### src/rtl/fft_control.sv
// fft_control: address, bank-rotation and sequencing control for a 256-point in-place radix-4 FFT
// Ports: iCLK/iRESET (async active-low) clock and reset; iSTART starts a transform while idle;
//        oBANK_RD_ROT/oADDR_RD_0..3 bank rotation and per-bank read addresses of the current butterfly;
//        oADDR_COEF twiddle exponent for input 1; oBUT_TYPE marks the last (trivial-twiddle) stage;
//        oADDR_WR/oBANK_WR_ROT write address and rotation, PIPE_LAT cycles after the reads; oRDY idle flag.
module fft_control #(
  parameter int N_POINT  = 256,
  parameter int PIPE_LAT = 6
) (
  input  logic       iCLK,
  input  logic       iRESET,
  input  logic       iSTART,
  output logic [1:0] oBANK_RD_ROT,
  output logic [1:0] oBANK_WR_ROT,
  output logic [5:0] oADDR_RD_0,
  output logic [5:0] oADDR_RD_1,
  output logic [5:0] oADDR_RD_2,
  output logic [5:0] oADDR_RD_3,
  output logic [5:0] oADDR_WR,
  output logic [5:0] oADDR_COEF,
  output logic       oBUT_TYPE,
  output logic       oRDY
);
  localparam int NB = N_POINT / 4;
  localparam int DW = $clog2(PIPE_LAT) + 1;
  typedef enum logic [1:0] {IDLE, RUN, DRAIN} state_t;
  state_t        state_q;
  logic [1:0]    s_q;
  logic [5:0]    k_q;
  logic [DW-1:0] d_q;
  logic          rdy_q;
  logic [1:0]    rd_rot_q, wr_rot_q;
  logic [5:0]    addr_rd_q [4];
  logic [5:0]    wr_addr_q, coef_q;
  logic          type_q;
  logic          pv_q [PIPE_LAT];
  logic [5:0]    pk_q [PIPE_LAT];
  logic [1:0]    pr_q [PIPE_LAT];
  logic [5:0]    mask;
  logic [2:0]    sh;
  logic [7:0]    n [4];
  logic [1:0]    rot_d;
  logic [5:0]    addr_rd_d [4];
  logic [5:0]    coef_d;
  // Digit-sum modulo 4 of a base-4 index; the 2-bit add wraps naturally.
  function automatic logic [1:0] bank(input logic [7:0] x);
    return x[1:0] + x[3:2] + x[5:4] + x[7:6];
  endfunction
  // mask selects j (k mod Q); the bits above it are g, which lands at g*4Q after a shift by 2.
  always_comb begin
    mask = 6'd63 >> {s_q, 1'b0};
    sh = 3'd6 - {s_q, 1'b0};
    for (int m = 0; m < 4; m++)
      n[m] = {k_q & ~mask, 2'b00} | (8'(m) << sh) | {2'b00, k_q & mask};
    rot_d = bank(n[0]);
    for (int b = 0; b < 4; b++)
      addr_rd_d[b] = n[2'(b) - rot_d][7:2];
    coef_d = (k_q & mask) << {s_q, 1'b0};
  end
  always_ff @(posedge iCLK or negedge iRESET) begin
    if (!iRESET) begin
      state_q <= IDLE;
      s_q <= '0;
      k_q <= '0;
      d_q <= '0;
      rdy_q <= 1'b1;
      rd_rot_q <= '0;
      wr_rot_q <= '0;
      wr_addr_q <= '0;
      coef_q <= '0;
      type_q <= 1'b0;
      for (int b = 0; b < 4; b++) addr_rd_q[b] <= '0;
      for (int i = 0; i < PIPE_LAT; i++) begin
        pv_q[i] <= 1'b0;
        pk_q[i] <= '0;
        pr_q[i] <= '0;
      end
    end else begin
      // rdy_q gates acceptance so a start is only taken while oRDY is already high.
      rdy_q <= (state_q == IDLE) && !(rdy_q && iSTART);
      if (state_q == IDLE && rdy_q && iSTART) begin
        state_q <= RUN;
        s_q <= '0;
        k_q <= '0;
      end else if (state_q == RUN) begin
        rd_rot_q <= rot_d;
        for (int b = 0; b < 4; b++) addr_rd_q[b] <= addr_rd_d[b];
        coef_q <= coef_d;
        type_q <= (s_q == 2'd3);
        k_q <= k_q + 6'd1;
        if (k_q == 6'(NB - 1)) begin
          state_q <= DRAIN;
          d_q <= '0;
        end
      end else if (state_q == DRAIN) begin
        d_q <= d_q + 1'b1;
        if (d_q == DW'(PIPE_LAT - 1)) begin
          state_q <= (s_q == 2'd3) ? IDLE : RUN;
          s_q <= s_q + 2'd1;
          k_q <= '0;
        end
      end
      // Delay line aligned with the read registers; the write registers load PIPE_LAT edges later.
      pv_q[0] <= (state_q == RUN);
      pk_q[0] <= k_q;
      pr_q[0] <= rot_d;
      for (int i = 1; i < PIPE_LAT; i++) begin
        pv_q[i] <= pv_q[i-1];
        pk_q[i] <= pk_q[i-1];
        pr_q[i] <= pr_q[i-1];
      end
      if (pv_q[PIPE_LAT-1]) begin
        wr_addr_q <= pk_q[PIPE_LAT-1];
        wr_rot_q <= pr_q[PIPE_LAT-1];
      end
    end
  end
  assign oBANK_RD_ROT = rd_rot_q;
  assign oBANK_WR_ROT = wr_rot_q;
  assign oADDR_RD_0 = addr_rd_q[0];
  assign oADDR_RD_1 = addr_rd_q[1];
  assign oADDR_RD_2 = addr_rd_q[2];
  assign oADDR_RD_3 = addr_rd_q[3];
  assign oADDR_WR = wr_addr_q;
  assign oADDR_COEF = coef_q;
  assign oBUT_TYPE = type_q;
  assign oRDY = rdy_q;
endmodule

### config.mk
export PLATFORM = sky130hd
export DESIGN_NAME = fft_control
export DESIGN_NICKNAME = d
export VERILOG_FILES = /design/src/rtl/fft_control.sv
export SDC_FILE = /design/constraint.sdc
export NUM_CORES = 1
export LEC_CHECK = 0
export BUFFER_PORTS_ARGS = -buffer_cell sky130_fd_sc_hd__buf_2
export CAP_MARGIN = 20
export CORE_MARGIN = 2
export CORE_UTILIZATION = 50
export CTS_CLUSTER_DIAMETER = 150
export CTS_CLUSTER_SIZE = 25
export DETAILED_ROUTE_END_ITERATION = 8
export PLACE_DENSITY = 0.75
export REMOVE_ABC_BUFFERS = 1
export SLEW_MARGIN = 30
export SYNTH_ARGS = -nofsm -noshare
export SYNTH_HDL_FRONTEND = slang
export SYNTH_SLANG_ARGS = --single-unit
### constraint.sdc
create_clock -name iCLK -period 4.8 [get_ports iCLK]
set_input_delay 0.24 -clock iCLK [delete_from_list [all_inputs] [get_ports iCLK]]
set_output_delay 0.24 -clock iCLK [all_outputs]
set_load 0.02 [all_outputs]
==> reports/summary.txt <==
antenna violations before repair - 0
relative contribution of combinational cells to total power - 1.3%
pre-CTS setup slack - 1.32 ns
routed wire length per instance - 14.9 um
die area - 0.00911 mm2
setup slack of the worst register-to-register path - 1.25 ns
CTS H-tree lvls - 3
drt total wl - 7360 um
flip-flop and latch count after synthesis - 106
Maximum Capacitance Violations - 0
run status - completed
first-pass GRT wire length - 12400 um
final estimated routing congestion in global placement - 0.819
library cell occupying the most area in the post-synthesis netlist - dfrtp_1
Critical Path RT - 5.04 ns
maximum fanout along the worst path - 15
static leakage power - 0.00214 uW
flip-flop cell with the highest count after synthesis - dfrtp_1
Achievable Freq - 0.282 GHz
clock transition time at the flip-flop clock pins of the worst setup and hold paths - 0.10 ns
crit path to - oADDR_RD_0[1]$_DFFE_PN0P_
starting density of the core - 51.1%
Crit. End Element - flip-flop
final critical-path share of the clock period - 74.0%
Hold WS - 0.0338 ns
RSZ-0062 raised after global routing - false
number of warnings printed during yosys synthesis - 0
input/output buffers - 44
TritonRoute pass-1 iters - 4
category of the critical setup timing path - flip-flop to flip-flop
detailed placement HPWL - 5010 um
arrival time reported for the critical path endpoint - 3.80 ns
antenna cells - 0
via/cell ratio - 5.42
sort of element at the start of the critical path - flip-flop
die boundary height - 95.5 um
clock skew after layout - 0.00589 ns
final antenna-violating net count - 0
r2r startpoint - s_q[1]$_DFFE_PN0P_
fraction of power consumed by sequential logic - 62.3%
residual DRC count - 0
x dimension of the die - 95.5 um
share of synthesized area occupied by flip-flops and latches - 63.5%
transition time at the pin with the least slew margin - 0.905 ns
summed instance area of the synthesized netlist - 0.00418 mm2
maximum number of pins on one net before global-route repair - 66
Max VDD drop - 162 uV
Finished Core Util - 57.0%
count of clock tree sinks - 106
Crit. Startpoint - s_q[1]$_DFFE_PN0P_
area share of the leading cell type in the synthesized netlist - 62.8%
violation count after the first detailed-routing iteration - 171
final worst slack - 1.25 ns
power density over the cells - 307 mW/mm2
total number of vias - 2678
count of flip-flops with a built-in enable after synthesis - 0
FF-to-FF End - oADDR_RD_0[1]$_DFFE_PN0P_
number of rows in the core area - 33
Core Footprint - 0.00818 mm2
internal power component - 1110 uW
Total Routing Usage GR - 18.0%
switching component of the power - 325 uW
number of top-level pins - 45
TritonCTS clock tree - built
layout cell share with drive strength beyond 1 - 21.6%
Hold Vio Cnt, Final - 0
final global-route overflow total - 0
filler instances - 678
dominant cells by area after synthesis - dfrtp_1, mux2_2, ha_1, nor2_1, a21oi_1
switching power share of the total - 22.7%
cts bufs inserted - 9
total negative slack for setup checks - 0 ns
Area Overhead vs Synth - 11.5%
relative contribution of the clock network to total power - 36.4%
post-synthesis cell type count - 49
post-layout minimum cycle time - 3.55 ns
vias in the first global route - 2570
Slew headroom - 39.7%
count of mapped cells out of synthesis - 347
mean instance size in the synthesized netlist - 12.1 um2
Gates resized, CTS repair - 0
buffer depth of the longest clock path - 2
worst hold-check path type - input port to flip-flop
master cell of the clock root buffer - clkbuf_8
FFs w/ async S/R, synth - 100%
max-slew violation count - 0
Final setup violation count - 0
R2R cell count - 11
Final Net Count - 398
later-pin clock latency in the skew report - 0.37 ns
sequential cells by signal, indices dropped and copies added, names as in the netlist:
signal        count
pk_q             36
oADDR_RD_1        6
oADDR_RD_2        5
oRDY              1
oBANK_RD_ROT      2
oADDR_WR          6
s_q               2
oADDR_RD_0        6
oADDR_COEF        6
oBANK_WR_ROT      2
state_q           2
oADDR_RD_3        3
oBUT_TYPE         1
pr_q             12
pv_q              6
d_q               4
k_q               6
kinds of logic (layout without fill, tap and decap cells):
logic type / Yosys count / count (layout) / synth area share (%)
flops: 106 / 106 / 63.5
buf+inv: 34 / 76 / 3.53
compound gates: 76 / 76 / 11.3
mux: 16 / 16 / 4.19
fa+ha+maj: 11 / 11 / 3.47
simple gates: 98 / 98 / 11.8
xor+xnor: 6 / 6 / 2.24
synth_stat cells (all sizes together), types with 2 or more instances:
master	instances
o21ai	22
nor3b	2
o211ai	8
a21boi	2
o21a	5
dfrtp	105
xnor2	6
mux2	12
a21oi	20
nand2b	3
o2bb2ai	3
inv	13
nand3b	4
buf	9
a211oi	2
a31oi	2
ha	10
nand3	12
nor2	28
and3	5
a21o	3
nor2b	9
mux2i	4
nor4	4
o22ai	4
nand2	21
nor3	4
clkbuf	12
through the flow:
step / cell area [um2] / power (uW) / std cells
final: 4660 / 1430 / 494
after global routing: 4660 / 1490 / 494
after CTS: 4660 / 1450 / 494
after detailed placement: 4450 / 929 / 477
after global placement: 4450 / 929 / 477
after floorplan: 4080 / 910 / 326
power by group through the flow:
stage,registers [uW],clock network [uW],logic (uW)
after global placement,910,0,18.7
after detailed placement,910,0,19.0
after CTS,892,540,19.7
after global routing,893,579,22.4
final,892,522,18.2
after floorplan,910,0,0.000798
layout make-up:
cell class | instances | area, um2 | area share (%)
Inverter | 13 | 48.8 | 1.05
Sequential cell | 106 | 2650 | 56.9
Clock buffer | 10 | 138 | 2.95
Clock inverter | 6 | 58.8 | 1.26
Multi-Input combinational cell | 207 | 1380 | 29.7
Tap cell | 105 | 131 | 2.82
Timing Repair Buffer | 47 | 248 | 5.32
worst min-delay path by stage:
stage                     slack [ns]                       to  startpoint  depth (start not counted)
after floorplan                -0.06       d_q[0]$_DFFE_PN0P_      iRESET                          0
after global placement          0.25  oADDR_WR[0]$_DFFE_PN0P_      iRESET                          1
after detailed placement        0.25  oADDR_WR[0]$_DFFE_PN0P_      iRESET                          1
after CTS                       0.01           oRDY$_DFF_PN1_      iSTART                          2
after global routing            0.02           oRDY$_DFF_PN1_      iSTART                          2
final                           0.03           oRDY$_DFF_PN1_      iSTART                          2
repair_timing:
item | CTS | global route
setup buffers | 0 | 0
hold buffers | 1 | 0
hold endpoints to repair | 40 | 0
cells in the final DEF, fill, tap and decap left out, drive strengths merged, types with 4 or more instances in the layout:
cell	Yosys	routed
clkbuf	12	10
mux2i	4	4
o211ai	8	8
a21oi	20	20
o21ai	22	22
nor3	4	4
nand3b	4	4
nor2	28	28
o21a	5	5
nor4	4	4
nor2b	9	9
buf	9	46
o22ai	4	4
nand2	21	21
ha	10	10
nand3	12	12
dfrtp	105	105
inv	13	16
mux2	12	12
xnor2	6	6
and3	5	5
layer usage:
metal / routed length (um) / global-route usage (%) / vias up / part of all wire [%]
li1: - / - / 1265 / -
met1: 3360 / 24.8 / 1336 / 46
met2: 3560 / 27.3 / 68 / 48
met3: 362 / 5.69 / 9 / 4.9
met4: 73 / 5.71 / 0 / 0.99
met5: 0 / 0 / - / 0
worst max-delay path: stages, from the launching register on:
cell      delay, ns
dfrtp_1        0.62
inv_1          0.15
ha_1           0.39
a22oi_1        0.33
inv_1          0.09
fa_1           0.48
ha_1           0.25
xnor2_2        0.21
xnor2_2        0.48
nor3_1         0.12
o21ai_0        0.19
o211ai_1       0.12
Note: power is estimated with default switching activity, not from simulation.
